<file path="src/rtl/saif_window_tracker_if.sv">
// Report record channel from saif_window_tracker to the log collector.
// The master drives the record and its valid; the slave drives ready.
interface saif_window_tracker_if #(
  parameter int x_cord_width_p    = 4,
  parameter int y_cord_width_p    = 4,
  parameter int counter_width_p   = 32,
  parameter int window_id_width_p = 8
) ();
  logic                         report_v_o;
  logic                         report_ready_i;
  logic [counter_width_p-1:0]   report_cycles_o;
  logic [counter_width_p-1:0]   report_instrs_o;
  logic [window_id_width_p-1:0] report_window_id_o;
  logic                         report_sat_o;
  logic [x_cord_width_p-1:0]    report_x_o;
  logic [y_cord_width_p-1:0]    report_y_o;

  modport master (
    output report_v_o, report_cycles_o, report_instrs_o, report_window_id_o,
           report_sat_o, report_x_o, report_y_o,
    input  report_ready_i
  );

  modport slave (
    input  report_v_o, report_cycles_o, report_instrs_o, report_window_id_o,
           report_sat_o, report_x_o, report_y_o,
    output report_ready_i
  );
endinterface

</file>
<file path="src/rtl/saif_window_tracker.sv">
// Measures SAIF capture windows (cycles, retired instructions, sequence id) and
// offers one report per window through a single-entry slot. Optional
// SAIF_WINDOW_DISPLAY_EN prints each loaded or dropped window.
//
// state  | meaning
// IDLE   | no capture window open; waiting for a rise of saif_en_i
// ACTIVE | window open; counting cycles and retired instructions
module saif_window_tracker #(
  parameter int x_cord_width_p    = 4,
  parameter int y_cord_width_p    = 4,
  parameter int counter_width_p   = 32,
  parameter int window_id_width_p = 8
) (
  input  logic                       clk_i,
  input  logic                       reset_i,
  input  logic                       saif_en_i,
  input  logic                       instr_retire_i,
  input  logic [x_cord_width_p-1:0]  my_x_i,
  input  logic [y_cord_width_p-1:0]  my_y_i,
  saif_window_tracker_if.master      report,
  output logic [counter_width_p-1:0] dropped_o
);

  typedef enum logic {IDLE = 1'b0, ACTIVE = 1'b1} state_e;

  localparam logic [counter_width_p-1:0]   cnt_one = {{(counter_width_p-1){1'b0}}, 1'b1};
  localparam logic [window_id_width_p-1:0] id_one  = {{(window_id_width_p-1){1'b0}}, 1'b1};

  state_e                       state_r, state_n;
  logic                         en_r;
  logic                         rise, fall, count_en;
  logic                         accept, load, drop;
  logic [counter_width_p-1:0]   cycles_r, instrs_r;
  logic                         sat_r;
  logic [window_id_width_p-1:0] win_id_r;

  always_ff @(posedge clk_i) begin
    if (reset_i) begin
      state_r <= IDLE;
      en_r    <= 1'b0;
    end else begin
      state_r <= state_n;
      en_r    <= saif_en_i;
    end
  end

  always_comb begin
    state_n  = state_r;
    rise     = 1'b0;
    fall     = 1'b0;
    count_en = 1'b0;
    case (state_r)
      IDLE: begin
        if (saif_en_i && !en_r) begin
          rise    = 1'b1;
          state_n = ACTIVE;
        end
      end
      ACTIVE: begin
        if (!saif_en_i) begin
          fall    = en_r;
          state_n = IDLE;
        end else begin
          count_en = 1'b1;
        end
      end
      default: state_n = IDLE;
    endcase
  end

  // Live counters; the report slot keeps its own copy so a new window can
  // start while the previous record is still waiting for the collector.
  always_ff @(posedge clk_i) begin
    if (reset_i) begin
      cycles_r <= '0;
      instrs_r <= '0;
      sat_r    <= 1'b0;
    end else if (rise) begin
      cycles_r <= cnt_one;
      instrs_r <= instr_retire_i ? cnt_one : '0;
      sat_r    <= 1'b0;
    end else if (count_en) begin
      if (cycles_r == '1) sat_r <= 1'b1;
      else                cycles_r <= cycles_r + cnt_one;
      if (instr_retire_i) begin
        if (instrs_r == '1) sat_r <= 1'b1;
        else                instrs_r <= instrs_r + cnt_one;
      end
    end
  end

  assign accept = report.report_v_o & report.report_ready_i;
  assign load   = fall & (~report.report_v_o | accept);
  assign drop   = fall & ~load;

  always_ff @(posedge clk_i) begin
    if (reset_i) begin
      report.report_v_o         <= 1'b0;
      report.report_cycles_o    <= '0;
      report.report_instrs_o    <= '0;
      report.report_window_id_o <= '0;
      report.report_sat_o       <= 1'b0;
      report.report_x_o         <= '0;
      report.report_y_o         <= '0;
      win_id_r                  <= '0;
      dropped_o                 <= '0;
    end else begin
      if (load) begin
        report.report_v_o         <= 1'b1;
        report.report_cycles_o    <= cycles_r;
        report.report_instrs_o    <= instrs_r;
        report.report_window_id_o <= win_id_r;
        report.report_sat_o       <= sat_r;
        report.report_x_o         <= my_x_i;
        report.report_y_o         <= my_y_i;
      end else if (accept) begin
        report.report_v_o <= 1'b0;
      end
      if (fall) win_id_r <= win_id_r + id_one;
      if (drop && dropped_o != '1) dropped_o <= dropped_o + cnt_one;
    end
  end

`ifdef SAIF_WINDOW_DISPLAY_EN
  always @(posedge clk_i) begin
    if (!reset_i && load)
      $display("saif_window x=%0d y=%0d id=%0d cycles=%0d instrs=%0d sat=%0b",
               my_x_i, my_y_i, win_id_r, cycles_r, instrs_r, sat_r);
    if (!reset_i && drop)
      $display("saif_window WARNING dropped x=%0d y=%0d id=%0d",
               my_x_i, my_y_i, win_id_r);
  end
`else
  // Default build is silent; slot and handshake logic above are unchanged.
`endif

endmodule

</file>
<file path="src/flat_wrapper.sv">
// flat-port wrapper written by rule: the top's interface ports become plain ports
module saif_window_tracker_flat 
#(
  parameter int x_cord_width_p    = 4,
  parameter int y_cord_width_p    = 4,
  parameter int counter_width_p   = 32,
  parameter int window_id_width_p = 8
)
  (clk_i, reset_i, saif_en_i, instr_retire_i, my_x_i, my_y_i, dropped_o, report_report_v_o, report_report_cycles_o, report_report_instrs_o, report_report_window_id_o, report_report_sat_o, report_report_x_o, report_report_y_o, report_report_ready_i);
  saif_window_tracker_if #(.x_cord_width_p(x_cord_width_p), .y_cord_width_p(y_cord_width_p), .counter_width_p(counter_width_p), .window_id_width_p(window_id_width_p)) report_i ();
  input  logic clk_i;
  input  logic reset_i;
  input  logic saif_en_i;
  input  logic instr_retire_i;
  input  logic [x_cord_width_p-1:0] my_x_i;
  input  logic [y_cord_width_p-1:0] my_y_i;
  output logic [counter_width_p-1:0] dropped_o;
  output wire logic [$bits(report_i.report_v_o)-1:0] report_report_v_o;
  output wire logic [$bits(report_i.report_cycles_o)-1:0] report_report_cycles_o;
  output wire logic [$bits(report_i.report_instrs_o)-1:0] report_report_instrs_o;
  output wire logic [$bits(report_i.report_window_id_o)-1:0] report_report_window_id_o;
  output wire logic [$bits(report_i.report_sat_o)-1:0] report_report_sat_o;
  output wire logic [$bits(report_i.report_x_o)-1:0] report_report_x_o;
  output wire logic [$bits(report_i.report_y_o)-1:0] report_report_y_o;
  input wire logic [$bits(report_i.report_ready_i)-1:0] report_report_ready_i;
  assign report_report_v_o = report_i.report_v_o;
  assign report_report_cycles_o = report_i.report_cycles_o;
  assign report_report_instrs_o = report_i.report_instrs_o;
  assign report_report_window_id_o = report_i.report_window_id_o;
  assign report_report_sat_o = report_i.report_sat_o;
  assign report_report_x_o = report_i.report_x_o;
  assign report_report_y_o = report_i.report_y_o;
  assign report_i.report_ready_i = report_report_ready_i;
  saif_window_tracker #(.x_cord_width_p(x_cord_width_p), .y_cord_width_p(y_cord_width_p), .counter_width_p(counter_width_p), .window_id_width_p(window_id_width_p)) u_core (.clk_i(clk_i), .reset_i(reset_i), .saif_en_i(saif_en_i), .instr_retire_i(instr_retire_i), .my_x_i(my_x_i), .my_y_i(my_y_i), .report(report_i), .dropped_o(dropped_o));
endmodule
</file>
<file path="config.mk">
export PLATFORM = sky130hd
export DESIGN_NAME = saif_window_tracker_flat
export DESIGN_NICKNAME = d
export VERILOG_FILES = /design/src/rtl/saif_window_tracker_if.sv /design/src/rtl/saif_window_tracker.sv /design/src/flat_wrapper.sv
export SDC_FILE = /design/constraint.sdc
export NUM_CORES = 1
export LEC_CHECK = 0
export BUFFER_PORTS_ARGS = -buffer_cell sky130_fd_sc_hd__buf_2
export CAP_MARGIN = 5
export CELL_PAD_IN_SITES_DETAIL_PLACEMENT = 1
export CELL_PAD_IN_SITES_GLOBAL_PLACEMENT = 2
export CORE_MARGIN = 2
export CORE_UTILIZATION = 30
export DETAILED_ROUTE_END_ITERATION = 8
export PLACE_DENSITY_LB_ADDON = 0.1
export SLEW_MARGIN = 20
export SYNTH_ARGS = -nofsm -noshare
export SYNTH_HDL_FRONTEND = slang
export SYNTH_SLANG_ARGS = --single-unit
</file>
<file path="constraint.sdc">
create_clock -name clk_i -period 2.2 [get_ports clk_i]
set_input_delay 0.44 -clock clk_i [delete_from_list [all_inputs] [get_ports clk_i]]
set_output_delay 0.44 -clock clk_i [all_outputs]
set_load 0.01 [all_outputs]
</file>
==> impl_metrics.toml, run 1 <==
[outcome]
result_of_the_run = "completed"

[yosys]
top_post_synthesis_cells_by_area = "sky130_fd_sc_hd__dfxtp_1 46%, sky130_fd_sc_hd__nand2_1 9.9%, sky130_fd_sc_hd__a21oi_1 9.4%"
synth_top_family_by_area = "simple AND/OR/NAND/NOR gates"
netlist_area_um2 = 8260
yosysWarnings = 0
synthesis.area_per_instance_um2 = 8.11
netlist_top_cells_count = "217 x sky130_fd_sc_hd__nand2_1, 189 x sky130_fd_sc_hd__dfxtp_1, 155 x sky130_fd_sc_hd__a21oi_1"
synth-edff-count = 0
share_of_cell_area_taken_by_muxes_after_synthesis = 0.00515
postSynthNetCount = 1036
synth.yosys.seq_area_share = 0.458
synthSimpleGateAreaFrac = 0.289
ys_types = 58
area_share_of_xor_xnor_cells_in_the_synthesized_design = 0.0244
area_leader_netlist = "sky130_fd_sc_hd__dfxtp_1"
syn-instance-count = 1019
asyncSetResetFlopFracSynth = 0
synth_top_cell_area_share = 0.458
synth_flop_cell = "sky130_fd_sc_hd__dfxtp_1"
synth-compound-area-share = 0.178
synth-seq-cells = 189
yosys.area_share.adder = 0.00606
synth_most_common_cell = "sky130_fd_sc_hd__nand2_1"

[setup_path]
startpoint_type = "register"
cp.arrival_ns = 2.45
timing.critical_path.cells = "nand4_2 -> or4_4 -> or4_1 -> or3_1 -> a21oi_1"
crit_family = "simple AND/OR/NAND/NOR gates"
crit_path_end_kind = "register"
worstPathMaxFanout = 6
critical_path.max_stage_delay_ns = 0.60
worst_ep_required_time_ns = 2.55
critical-path-slowest-cell = "sky130_fd_sc_hd__or4_4"
worst-setup-path-type = "reg -> reg"
worst-path-buf-inv = 0

[power]
power_per_unit_of_standard_cell_area_nw_per_um2 = 618
peakVddDrop_mv = 0.419
p_leak_uw = 0.00388

[clock_tree]
cts_buffers = 17
insertion_delay_ns = 0.44
postCtsHoldBufs = 0
clock_sink_count = 189
clkSlewWorstSetupHoldPaths_ns = 0.07
cts-htree-levels = 4
cts-root-buf = "sky130_fd_sc_hd__clkbuf_16"
maximum_number_of_buffers_from_clock_root_to_sink = 2
cts_tree = "built"

[die]
top_level_ports = 127
core_area_um2 = 27000
start_util = 0.306
std_cell_rows = 60
die_h_um = 170
die_footprint_um2 = 28900
chipWidth_um = 170

[sta]
min_period_over_period = 0.957
worst_clock_skew_ns = 0.0206
finalSetupViolCount = 0
grt_setup_unrepaired = "no"
final_hold_vio_count = 0
achievable_freq_ghz = 0.475
hold-worst-slack_ns = 0.241
finalSetupTns_ns = 0
period_minus_slack_ns = 2.10
maxSlewViolCount = 0
worst_slack_ns = 0.0951
worst_pin_slew_ns = 0.701
max_slew_margin = 0.533

[detailed_routing]
wl_mm = 25.2
detailedRoute.firstPassIterationCount = 4
via_per_inst = 5.14
first_iter_violations = 386
drcViolationCount = 0
avgRoutedWirePerCell_um = 16.0
via_count = 8094
drtAntennaViolNets = 0

[place]
place.gp.congestion = 0.766
half_perimeter_wire_length_of_the_detailed_placement_result_mm = 18.0
dpl.cell_count = 1542
pre_cts_slack_ns = -0.0398
placement.io_buffers = 126

[global_route]
vias_in_the_first_global_route = 8139
globalRouteTotalUtil = 0.178
grt_max_degree = 61
grt_antenna_before_repair = 0
grt-ovfl-total = 0
first_pass_grt_wire_length_mm = 42.0

[finish]
num-nets-final = 1240
num_antenna_cells = 0
layout-area-overhead-vs-synth_pct = 28.8
layoutNonFillerInstCount = 1575
fin_util = 0.394
post_route_cells_drive_above_1_share = 0.251
nFillCells = 3247

[worst_hold_path]
hold_path.class = "in -> reg"

[run]
timing.max_cap.violations = 0
## what timing repair did
item / in CTS / in global routing
setup endpoints to repair: 0 / 31
setup buffers: 0 / 3
resized for setup: 0 / 17
## tightest hold or removal path, cell delays in order
cell,delay (ns)
sky130_fd_sc_hd__buf_2,0.09
sky130_fd_sc_hd__nand2_1,0.04
sky130_fd_sc_hd__a21oi_1,0.05
## stage by stage
step	power [µW]	cell area, µm²
after floorplan	3620	8260
after global placement	3720	10000
after detailed placement	3720	10000
after CTS	6690	10600
after global routing	6850	10600
final	6570	10600
## power breakdown
group | total, µW | internal (µW) | switching, µW
sequential | 3430 | 3430 | 5.53
combinational | 207 | 64.7 | 142
clock | 2940 | 1470 | 1460
total | 6570 | 4960 | 1610
## cells by family (layout without fill, tap and decap cells)
group           Yosys count  count (layout)
fa+ha+maj                 4               4
flops                   189             189
xor+xnor                 23              23
buf+inv                  73             288
simple gates            468             468
mux                       4               4
compound gates          258             258
## path summary, 6_finish.rpt
check	from	to	slack (ns)	cells after the start
hold reg to reg	u_core.report.report_instrs_o[18]	u_core.report.report_instrs_o[18]	0.45	2
setup reg to reg	u_core.instrs_r[7]	u_core.instrs_r[31]	0.1	5
hold / removal	my_x_i[1]	u_core.report.report_x_o[1]	0.24	3
setup / recovery	u_core.instrs_r[7]	u_core.instrs_r[31]	0.1	5
## cell usage in the layout (no fill, tap or decap), types with 15 or more instances in the layout
cell / instances
sky130_fd_sc_hd__nor2_1: 37
sky130_fd_sc_hd__nand3_1: 35
sky130_fd_sc_hd__buf_2: 125
sky130_fd_sc_hd__dfxtp_1: 184
sky130_fd_sc_hd__buf_4: 111
sky130_fd_sc_hd__or3_1: 34
sky130_fd_sc_hd__o21ai_0: 40
sky130_fd_sc_hd__a21oi_1: 154
sky130_fd_sc_hd__nand2_1: 216
sky130_fd_sc_hd__clkbuf_16: 17
sky130_fd_sc_hd__xnor2_1: 15
sky130_fd_sc_hd__or4_1: 35
sky130_fd_sc_hd__o31ai_1: 27
sky130_fd_sc_hd__nand4_1: 44
## layout make-up
cell class,instances,area (µm²),share of cell area
clock buffers,18,429,0.0403
multi-input cells,757,4210,0.396
well taps,341,427,0.0401
repair buffers,244,1620,0.152
inverters,14,52.6,0.00494
flip-flops and latches,189,3790,0.356
clock inverters,12,111,0.0105
## flip-flops by register name, indices dropped and copies added (netlist names), 8 cells and up
register and count:
u_core.win_id_r 8, u_core.instrs_r 32, u_core.cycles_r 32, u_core.report.report_instrs_o 32, u_core.report.report_cycles_o 32, u_core.report.report_window_id_o 8, u_core.dropped_o 32
## metal layers
layer | routed length [µm] | up-vias | part of all wire | global-route usage
li1 | - | 4081 | - | -
met1 | 13000 | 3896 | 0.52 | 0.246
met2 | 11200 | 104 | 0.45 | 0.292
met3 | 732 | 13 | 0.029 | 0.0267
met4 | 199 | 0 | 0.0079 | 0.0427
met5 | 0 | - | 0 | 0
Power figures use the tool's default switching activity.
==> run 2: changes to the inputs <==
Settings changed: ABC_AREA set to 1, CORE_UTILIZATION 30 to 29.
==> run 2 against run 1 <==
Via count rose by 11%. Non-clock buffer count fell by 72. First-iteration DRC count fell by 11%. Synthesized area rose by 12%. Core utilization fell by 4.1 points. Final area rose by 4.6%. Sequential cell count did not move. Synthesized cell count rose by 35%. Clock skew fell by 0.012 ns.
==> impl_metrics.toml, run 2 <==
[outcome]
result_of_the_run = "completed"

[detailed_routing]
via_count = 9006
detailedRoute.firstPassIterationCount = 5
via_per_inst = 4.67
drtAntennaViolNets = 0
drcViolationCount = 0
first_iter_violations = 343
avgRoutedWirePerCell_um = 15.7
wl_mm = 30.4

[sta]
worst_slack_ns = 0.202
finalSetupViolCount = 0
maxSlewViolCount = 0
grt_setup_unrepaired = "no"
worst_pin_slew_ns = 0.611
worst_clock_skew_ns = 0.00880
max_slew_margin = 0.592
achievable_freq_ghz = 0.501
period_minus_slack_ns = 2.00
min_period_over_period = 0.908
finalSetupTns_ns = 0
final_hold_vio_count = 0

[die]
core_area_um2 = 31600
start_util = 0.295
top_level_ports = 127
die_footprint_um2 = 33500
die_h_um = 183
std_cell_rows = 65
chipWidth_um = 183

[place]
placement.io_buffers = 126
place.gp.congestion = 0.783
pre_cts_slack_ns = 0.198
half_perimeter_wire_length_of_the_detailed_placement_result_mm = 22.7
dpl.cell_count = 1898

[clock_tree]
cts-root-buf = "sky130_fd_sc_hd__clkbuf_16"
cts_buffers = 17
clkSlewWorstSetupHoldPaths_ns = 0.08
post_cts_buffers = 0
insertion_delay_ns = 0.45
cts-htree-levels = 4
clock_sink_count = 189
cts_tree = "built"
maximum_number_of_buffers_from_clock_root_to_sink = 2

[setup_path]
worstReg2RegStart = "u_core.dropped_o[1]"
worstPathMaxFanout = 10
crit_path_end_kind = "register"
startpoint = "u_core.dropped_o[1]"
worst-setup-path-type = "reg -> reg"
startpoint_type = "register"
cp.arrival_ns = 2.31
r2r.worst_path.cells = 11
worst_ep_required_time_ns = 2.51

[power]
p_leak_uw = 0.00441
peakVddDrop_mv = 0.571
power_per_unit_of_standard_cell_area_nw_per_um2 = 617
totalPowerFinal_uw = 6860

[global_route]
grt-ovfl-total = 0
first_pass_grt_wire_length_mm = 49.7
vias_in_the_first_global_route = 9223
grt_antenna_before_repair = 0
grt_max_degree = 73
globalRouteTotalUtil = 0.187

[finish]
layout-area-overhead-vs-synth_pct = 19.7
post_route_cells_drive_above_1_share = 0.168
num-nets-final = 1532
most_common_cell_after_layout_fill_and_taps_aside = "sky130_fd_sc_hd__nand2_1"
layout_common_cells = "367 x sky130_fd_sc_hd__nand2_1, 218 x sky130_fd_sc_hd__nor2_1, 189 x sky130_fd_sc_hd__dfxtp_1"
nFillCells = 4057
layoutNonFillerInstCount = 1930
num_antenna_cells = 0

[yosys]
synth.yosys.seq_area_share = 0.407
yosysWarnings = 0
postSynthNetCount = 1394
area_leader_netlist = "sky130_fd_sc_hd__dfxtp_1"
synth-seq-cells = 189
top_post_synthesis_cells_by_area = "sky130_fd_sc_hd__dfxtp_1 41%, sky130_fd_sc_hd__nand2_1 15%, sky130_fd_sc_hd__nor2_1 8.8%"
synth-edff-count = 0
asyncSetResetFlopFracSynth = 0
netlist_area_um2 = 9290
syn-instance-count = 1377
netlist_top_cells_count = "367 x sky130_fd_sc_hd__nand2_1, 218 x sky130_fd_sc_hd__nor2_1, 189 x sky130_fd_sc_hd__dfxtp_1"
synth_flop_cell = "sky130_fd_sc_hd__dfxtp_1"
ys_types = 33
synth_top_cell_area_share = 0.407
synth_most_common_cell = "sky130_fd_sc_hd__nand2_1"
synthesis.area_per_instance_um2 = 6.75

[worst_hold_path]
hold_path.class = "in -> reg"
hold_start = "my_x_i[2]"
min_path_cells = 3

[run]
timing.max_cap.violations = 0
[run 2: changes by cell type after synthesis, sizes merged, moves of 27 or more]
cell and change:
or4 -40, nand2 +171, inv +105, or3 -35, o31ai -27, nor2 +190
nand4 -29, o21ai +65
[run 2: path summary, 6_finish.rpt]
path | to | slack (ns)
setup reg to reg | u_core.dropped_o[20] | 0.20
hold / removal | u_core.report.report_x_o[2] | 0.21
hold reg to reg | u_core.cycles_r[31] | 0.47
setup / recovery | u_core.dropped_o[20] | 0.20
[run 2: kinds of logic after synthesis]
| family | Yosys count | synth area share |
|---|---|---|
| buffers and inverters | 172 | 0.0809 |
| DFF | 189 | 0.407 |
| AOI/OAI and AO/OA | 250 | 0.140 |
| xor gates and xnor gates | 43 | 0.0405 |
| and+or+nand+nor | 719 | 0.326 |
| adders and majority gates | 4 | 0.00539 |
[run 2: critical path, stage by stage (launching register included)]
cell                      delay (ns)
sky130_fd_sc_hd__dfxtp_1        0.39
sky130_fd_sc_hd__ha_1           0.24
sky130_fd_sc_hd__inv_1          0.09
sky130_fd_sc_hd__nor2_4         0.17
sky130_fd_sc_hd__nand2_4        0.10
sky130_fd_sc_hd__nor3_4         0.20
sky130_fd_sc_hd__nand2_2        0.11
sky130_fd_sc_hd__nand2_4        0.13
sky130_fd_sc_hd__inv_2          0.12
sky130_fd_sc_hd__buf_4          0.18
sky130_fd_sc_hd__nand2_1        0.09
sky130_fd_sc_hd__a21oi_2        0.05
[run 2: metal layers]
layer	track usage	share of wire
met4	0.0458	0.010
met3	0.0270	0.031
met1	0.264	0.53
met2	0.299	0.43
met5	0	0
[run 2: what timing repair did]
item	in CTS	in global routing
gates resized for setup	0	1
hold buffers	0	0
endpoints found under the setup margin	0	3
[run 2: metrics by stage]
step	instance area [µm²]	utilization	hold slack, ns
detailed placement	10600	0.334	0.462
floorplan	9290	-	0.445
global route	11100	0.353	0.208
global placement	10600	0.334	0.453
CTS	11100	0.352	0.189
finish	11100	0.353	0.210
[run 2: final cells by class]
| type | instances | area, µm² | area share |
|---|---|---|---|
| multi-input cells | 1016 | 4770 | 0.429 |
| well taps | 402 | 503 | 0.0452 |
| clock buffers | 19 | 443 | 0.0398 |
| clock inverters | 13 | 126 | 0.0114 |
| repair buffers | 172 | 1050 | 0.0945 |
| inverters | 119 | 447 | 0.0401 |
| flip-flops and latches | 189 | 3780 | 0.340 |
[run 2: report_power, final]
| group | switching (µW) | internal [µW] | total, µW |
|---|---|---|---|
| registers | 20.1 | 3460 | 3480 |
| clock network | 1550 | 1530 | 3080 |
| logic | 212 | 93.8 | 306 |
| total | 1780 | 5080 | 6860 |
